[config.mk]
export PLATFORM = sky130hd
export DESIGN_NAME = gray_counter
export DESIGN_NICKNAME = d
export VERILOG_FILES = /design/src/rtl/gray_counter.sv
export SDC_FILE = /design/constraint.sdc
export NUM_CORES = 1
export LEC_CHECK = 0
export BUFFER_PORTS_ARGS = -buffer_cell sky130_fd_sc_hd__buf_2
export CAP_MARGIN = 10
export CORE_UTILIZATION = 45
export DETAILED_ROUTE_END_ITERATION = 7
export GPL_TIMING_DRIVEN = 1
export PLACE_DENSITY = 0.69
export SLEW_MARGIN = 20
export SYNTH_ARGS = -nofsm -noshare
export SYNTH_HDL_FRONTEND = slang
export SYNTH_SLANG_ARGS = --single-unit
[constraint.sdc]
create_clock -name clk_i -period 6.6 [get_ports clk_i]
set_input_delay 1.32 -clock clk_i [delete_from_list [all_inputs] [get_ports clk_i]]
set_output_delay 1.32 -clock clk_i [all_outputs]
set_load 0.01 [all_outputs]
[src/rtl/gray_counter.sv]
// gray_counter
//   Up/down counter whose state is held natively in Gray code. Binary and
//   Gray views are both registered. q_gray_o comes straight from the Gray
//   flops, so it is safe to sample in another clock domain: each counting
//   step changes exactly one bit.
//
// Parameters
//   WIDTH        counter width in bits (>= 2)
//   SATURATE     0: wrap modulo 2**WIDTH, 1: hold at 0 / 2**WIDTH-1
//   RESET_VALUE  binary value applied on rst_i and clear_i
//
// Ports
//   clk_i     rising-edge clock
//   rst_i     asynchronous reset, active-high
//   clear_i   synchronous clear to RESET_VALUE (highest priority)
//   load_i    synchronous load of d_i
//   d_i       binary load value
//   en_i      count enable, one step per cycle
//   down_i    direction when en_i=1: 0 counts up, 1 counts down
//   q_bin_o   registered binary count
//   q_gray_o  registered Gray count, always bin ^ (bin >> 1)
//   wrap_o    registered one-cycle pulse on a wrap or blocked saturating step
module gray_counter #(
  parameter int unsigned      WIDTH       = 9,
  parameter bit               SATURATE    = 1'b0,
  parameter logic [WIDTH-1:0] RESET_VALUE = '0
) (
  input  logic             clk_i,
  input  logic             rst_i,
  input  logic             clear_i,
  input  logic             load_i,
  input  logic [WIDTH-1:0] d_i,
  input  logic             en_i,
  input  logic             down_i,
  output logic [WIDTH-1:0] q_bin_o,
  output logic [WIDTH-1:0] q_gray_o,
  output logic             wrap_o
);

  localparam logic [WIDTH-1:0] MAX_VALUE = '1;
  localparam logic [WIDTH-1:0] ONE       = WIDTH'(1);

  function automatic logic [WIDTH-1:0] binary_to_gray(input logic [WIDTH-1:0] b);
    return b ^ (b >> 1);
  endfunction

  // Each binary bit is the XOR of all Gray bits at or above its position.
  function automatic logic [WIDTH-1:0] gray_to_binary(input logic [WIDTH-1:0] g);
    logic [WIDTH-1:0] b;
    b = '0;
    for (int unsigned i = 0; i < WIDTH; i++) begin
      b[i] = ^(g >> i);
    end
    return b;
  endfunction

  logic [WIDTH-1:0] gray_q;
  logic [WIDTH-1:0] bin_q;
  logic             wrap_q;

  logic [WIDTH-1:0] cur_bin;
  logic [WIDTH-1:0] next_bin;
  logic             next_wrap;
  logic             at_top;
  logic             at_bottom;

  // The arithmetic works from the Gray state itself, so the binary copy
  // is purely an output register and never feeds back.
  assign cur_bin   = gray_to_binary(gray_q);
  assign at_top    = (cur_bin == MAX_VALUE);
  assign at_bottom = (cur_bin == '0);

  always_comb begin
    next_bin  = cur_bin;
    next_wrap = 1'b0;
    if (clear_i) begin
      next_bin = RESET_VALUE;
    end else if (load_i) begin
      next_bin = d_i;
    end else if (en_i) begin
      if (!down_i) begin
        if (at_top) begin
          next_wrap = 1'b1;
          if (!SATURATE) begin
            next_bin = '0;
          end
        end else begin
          next_bin = cur_bin + ONE;
        end
      end else begin
        if (at_bottom) begin
          next_wrap = 1'b1;
          if (!SATURATE) begin
            next_bin = MAX_VALUE;
          end
        end else begin
          next_bin = cur_bin - ONE;
        end
      end
    end
  end

  always_ff @(posedge clk_i or posedge rst_i) begin
    if (rst_i) begin
      gray_q <= binary_to_gray(RESET_VALUE);
      bin_q  <= RESET_VALUE;
      wrap_q <= 1'b0;
    end else begin
      gray_q <= binary_to_gray(next_bin);
      bin_q  <= next_bin;
      wrap_q <= next_wrap;
    end
  end

  assign q_gray_o = gray_q;
  assign q_bin_o  = bin_q;
  assign wrap_o   = wrap_q;

endmodule

# --- Word level (Yosys, flattened, before mapping) ---
# Cells that the tools add are included.
totals:
  register_bits: 19
  elab_cells: 29
  output_inout_bits: 19
  inputBits: 15
classes:
  n_eq_ne: 1
  add_sub_neg: 2
  muxes: 12
  n_bitwise: 1
  reduce_logical: 10
ops:
  columns: ["op", "n"]
  rows:
  - ["parity 9 bit", 9]
  - ["2-to-1 mux 9 bit", 6]
  - ["adder 9 x 1 -> 9 bit (second input constant)", 1]
  - ["equality test 9 bit (second input constant)", 1]
  - ["logical NOT 9 bit", 1]
  - ["subtractor 9 x 1 -> 9 bit (second input constant)", 1]
  - ["XOR 9 x 8 -> 9 bit", 1]
  - ["2-to-1 mux 1 bit", 6]

# --- Logic depth before layout (Yosys ltp) ---
depth:
  word_depth: 8
  depth_mapped: 14

# --- Worst setup path before layout ---
# OpenSTA, ideal clock, no wires.
synth_timing:
  kind: "register -> register"
  startpoint: "reg gray_q[6] (netlist: q_gray_o[6])"
  endpoint: "reg gray_q[0] (netlist: q_gray_o[0])"
  stages_incl_launch_ff: 14
  n_path_buf: 0
  setup_ns: 0.136
  arrival_ns: 3.275
  period_less_slack_ns: 3.410
  slack_ns: 3.190
  path_cell_list: "dfrtp_1 -> xnor3_2 -> xnor2_4 -> xor2_1 -> ha_1 -> nand2_1 -> nor4b_1 -> ha_1 -> nor2b_1 -> nor2_1 -> nand2_1 -> a211oi_1 -> a221o_1 -> xor2_1"
synth_via:
  elab_chain_cells: 8
  elab_cells_between_ends: 18
synth_lines:
  columns: ["item", "line", "rtl"]
  rows:
  - ["from (decl)", "57", "logic [WIDTH-1:0] gray_q;"]
  - ["from (signal assigned)", "105", "gray_q <= binary_to_gray(RESET_VALUE);"]
  - ["from (signal assigned)", "109", "gray_q <= binary_to_gray(next_bin);"]
  - ["parity 9 bit", "52", "b[i] = ^(g >> i);"]
  - ["adder 9 x 1 -> 9 bit (tied with other cells)", "88", "next_bin = cur_bin + ONE;"]
  - ["2-to-1 mux 9 bit (on tied branches)", "82, 91", null]
  - ["2-to-1 mux 9 bit", "81", "if (!down_i) begin"]
  - ["2-to-1 mux 9 bit *", "80", "end else if (en_i) begin"]
  - ["2-to-1 mux 9 bit *", "78", "end else if (load_i) begin"]
  - ["2-to-1 mux 9 bit *", "76", "if (clear_i) begin"]
  - ["via next_bin[0]", "62", "logic [WIDTH-1:0] next_bin;"]
  - ["XOR 9 x 8 -> 9 bit *", "44", "return b ^ (b >> 1);"]
# The timed path passes the listed nets; every way through them passes the cells marked *.

# --- Worst setup path after layout ---
# Ends and elaborated chain as after synthesis.

==> impl_metrics.csv <==
group,metric,value,unit
outcome,status,"finished, final reports clean",
placement,place_congestion,0.923,
logic_synthesis,synth.distinct_cells,50,
job,cap_viol_max_count,0,
timing,slew_headroom,0.336,
global_routing,antenna_found_initial,0,
global_routing,grt_max_degree,20,
routing,dr.first_iter.drc_count,69,
logic_synthesis,synth_edf_count,0,
routing,viasPerCell,5.75,
placement,place_hpwl,2.67,mm
layout,layout-drive-gt1-share,0.263,
timing,finalCritPeriodShare,0.588,
logic_synthesis,synthFlopType,"dfrtp_1",
setup_path,crit_required,6.77,ns
floorplanning,fp.dieH,58.4,um
clock_network,cts_hold_buf,0,
floorplanning,die_area,0.00341,mm^2
timing,grt_setup_unrepaired,"no",
layout,n_antenna_cell,0,
timing,setup_viol_count_final,0,
setup_path,start_kind,"register",
setup_path,cp-end-kind,"register",
logic_synthesis,syn_avg_cell_area,9.48,um^2
logic_synthesis,seq_area_frac_synth,0.315,
global_routing,grt_pass1_vias,1193,
global_routing,grt-ovfl-total,0,
timing,period_needed,3.88,ns
logic_synthesis,async_flop_share,1.00,
logic_synthesis,syn_area,0.00143,mm^2
global_routing,grtUsageTotal,0.214,
clock_network,clockRootBuffer,"clkbuf_4",
clock_network,numCtsBuffers,3,
setup_path,crit_type,"register to register",
logic_synthesis,synth_seq_cells,18,
logic_synthesis,yosys_warnings,0,
hold_path,worstHoldPathCells,2,
setup_path,cp_max_fo,10,
timing,finalHoldViolations,0,
setup_path,rr_worst_depth,13,
timing,setup_ws,2.72,ns
floorplanning,die_w,58.4,um
floorplanning,core_area,0.00303,mm^2
routing,post-route-drc-count,0,
routing,dr_total_vias,1282,
timing,drv_slew,0,
layout,multi_input_area,895,um^2
timing,setup-tns-final,0,ns
clock_network,cts_tree,"done",
floorplanning,row_count,20,
timing,tightest_slew,0.987,ns
routing,first_pass_iters,4,
layout,layout.nets,198,
routing,routed_wl,3.45,mm
clock_network,clock_path_buffers,2,
routing,wl_per_cell,15.5,um
floorplanning,start_util,0.473,
placement,pre_cts_ws,2.81,ns
clock_network,h-tree-depth,1,
layout,fill_cells,315,
layout,area_growth,15.3,%
logic_synthesis,syn_inst,151,
clock_network,cts_setup_buffers,0,
global_routing,grt_pass1_wl,5.53,mm
routing,ant_nets,0,
hold_path,hold_path_class,"register to register",
clock_network,clock_sinks,18,
clock_network,clk_pin_slew,0.10,ns
floorplanning,pin_count,34,
placement,port_buffers,33,
setup_path,reg2reg_slack,2.72,ns
timing,fmax,258,MHz
setup_path,arrival,4.05,ns
layout,seq_area,450,um^2
clock_network,cts_resized,0,
clock_network,clock_latency,0.29,ns
timing,finalClockSkew,0.00204,ns
logic_synthesis,syn_nets,169,
cells in the final DEF (no fill, tap or decap), drive strengths merged, types with 2 or more instances in the layout:
| cell | count |
|---|---|
| a211oi | 2 |
| xnor3 | 3 |
| a2111oi | 2 |
| o31ai | 2 |
| nand3 | 5 |
| inv | 13 |
| xor2 | 9 |
| nor3 | 3 |
| ha | 3 |
| o221ai | 3 |
| a21oi | 7 |
| o21ai | 5 |
| or3b | 2 |
| nor2b | 3 |
| nor4 | 2 |
| nor2 | 10 |
| clkbuf | 4 |
| buf | 33 |
| a221oi | 2 |
| a31oi | 2 |
| xnor2 | 7 |
| dfrtp | 18 |
| a22oi | 2 |
| mux2i | 5 |
| mux2 | 2 |
| nand2 | 9 |
| nand2b | 3 |
Yosys cell counts, types with 2 or more instances:
cell type / count / share of area
o31ai_1: 2 / 0.010
nor4_1: 2 / 0.0087
clkbuf_1: 8 / 0.021
xnor3_1: 2 / 0.031
o221ai_1: 3 / 0.018
nor2b_1: 3 / 0.013
xnor2_1: 6 / 0.037
ha_1: 3 / 0.026
mux2_2: 2 / 0.016
nand2b_1: 3 / 0.013
dfrtp_1: 18 / 0.31
a31oi_1: 2 / 0.0087
nand2_1: 9 / 0.024
nand3_1: 5 / 0.017
a211oi_1: 2 / 0.010
a21oi_1: 7 / 0.024
xor2_1: 8 / 0.049
inv_1: 12 / 0.031
a22oi_1: 2 / 0.010
o21ai_0: 5 / 0.017
a221oi_1: 2 / 0.012
nor3_1: 3 / 0.010
or3b_2: 2 / 0.012
mux2i_1: 5 / 0.035
nor2_1: 10 / 0.026
per-layer routing:
metal / GRT usage / vias to the layer above / part of all wire
li1: - / 604 / -
met1: 0.275 / 593 / 0.43
met2: 0.363 / 76 / 0.47
met3: 0.0505 / 9 / 0.079
met4: 0.0544 / 0 / 0.020
met5: 0 / - / 0
cell type report:
type,count,share of cell area
tap,44,0.0334
sequential,18,0.273
timing repair buffer,33,0.100
inverter,13,0.0296
clock buffer,4,0.0220
multi-input combinational,111,0.542
path summary, 6_finish.rpt:
path,from,endpoint
min in group asynchronous,rst_i,q_gray_o[0]
hold reg to reg,q_bin_o[8],q_bin_o[8]
setup / recovery,q_gray_o[6],q_gray_o[0]
setup reg to reg,q_gray_o[6],q_gray_o[0]
max in group asynchronous,rst_i,q_gray_o[7]
hold / removal,q_bin_o[8],q_bin_o[8]
cell families (layout without fill, tap and decap cells):
kind of cell | count (synthesis) | count (layout) | share of synthesized area
mux | 7 | 7 | 0.0507
simple gates | 41 | 41 | 0.146
compound gates | 40 | 40 | 0.221
fa+ha+maj | 3 | 3 | 0.0262
flops | 18 | 18 | 0.315
buf+inv | 22 | 50 | 0.0603
xor+xnor | 20 | 20 | 0.181
per-stage QoR:
stage	hold slack (ns)	utilization	cell area, um^2	std cells
3_3_place_gp	0.839	0.533	1610	219
5_1_grt	0.950	0.545	1650	223
2_1_floorplan	0.852	-	1430	151
6_report	0.895	0.545	1650	223
3_5_place_dp	0.880	0.533	1610	219
4_1_cts	0.903	0.545	1650	223
sequential cells by signal, summed over array words and instances, names as in the netlist:
name	flops
q_bin_o	9
q_gray_o	8
wrap_o	1
worst max-delay path, cell delays in order (launching register included):
cell and delay [ns]:
dfrtp_1 0.48, xnor3_2 0.59, xnor2_4 0.38, xor2_1 0.31, ha_1 0.28, nand2_1 0.12
nor4b_1 0.27, ha_1 0.36, nor2b_1 0.28, nor2_1 0.10, nand2_1 0.07, a211oi_1 0.05
a221o_1 0.31, xor2_1 0.15
Power is left out: the tool's default activity adds up to more than one toggle a clock period on the data nets, which glitch-free logic cannot reach.
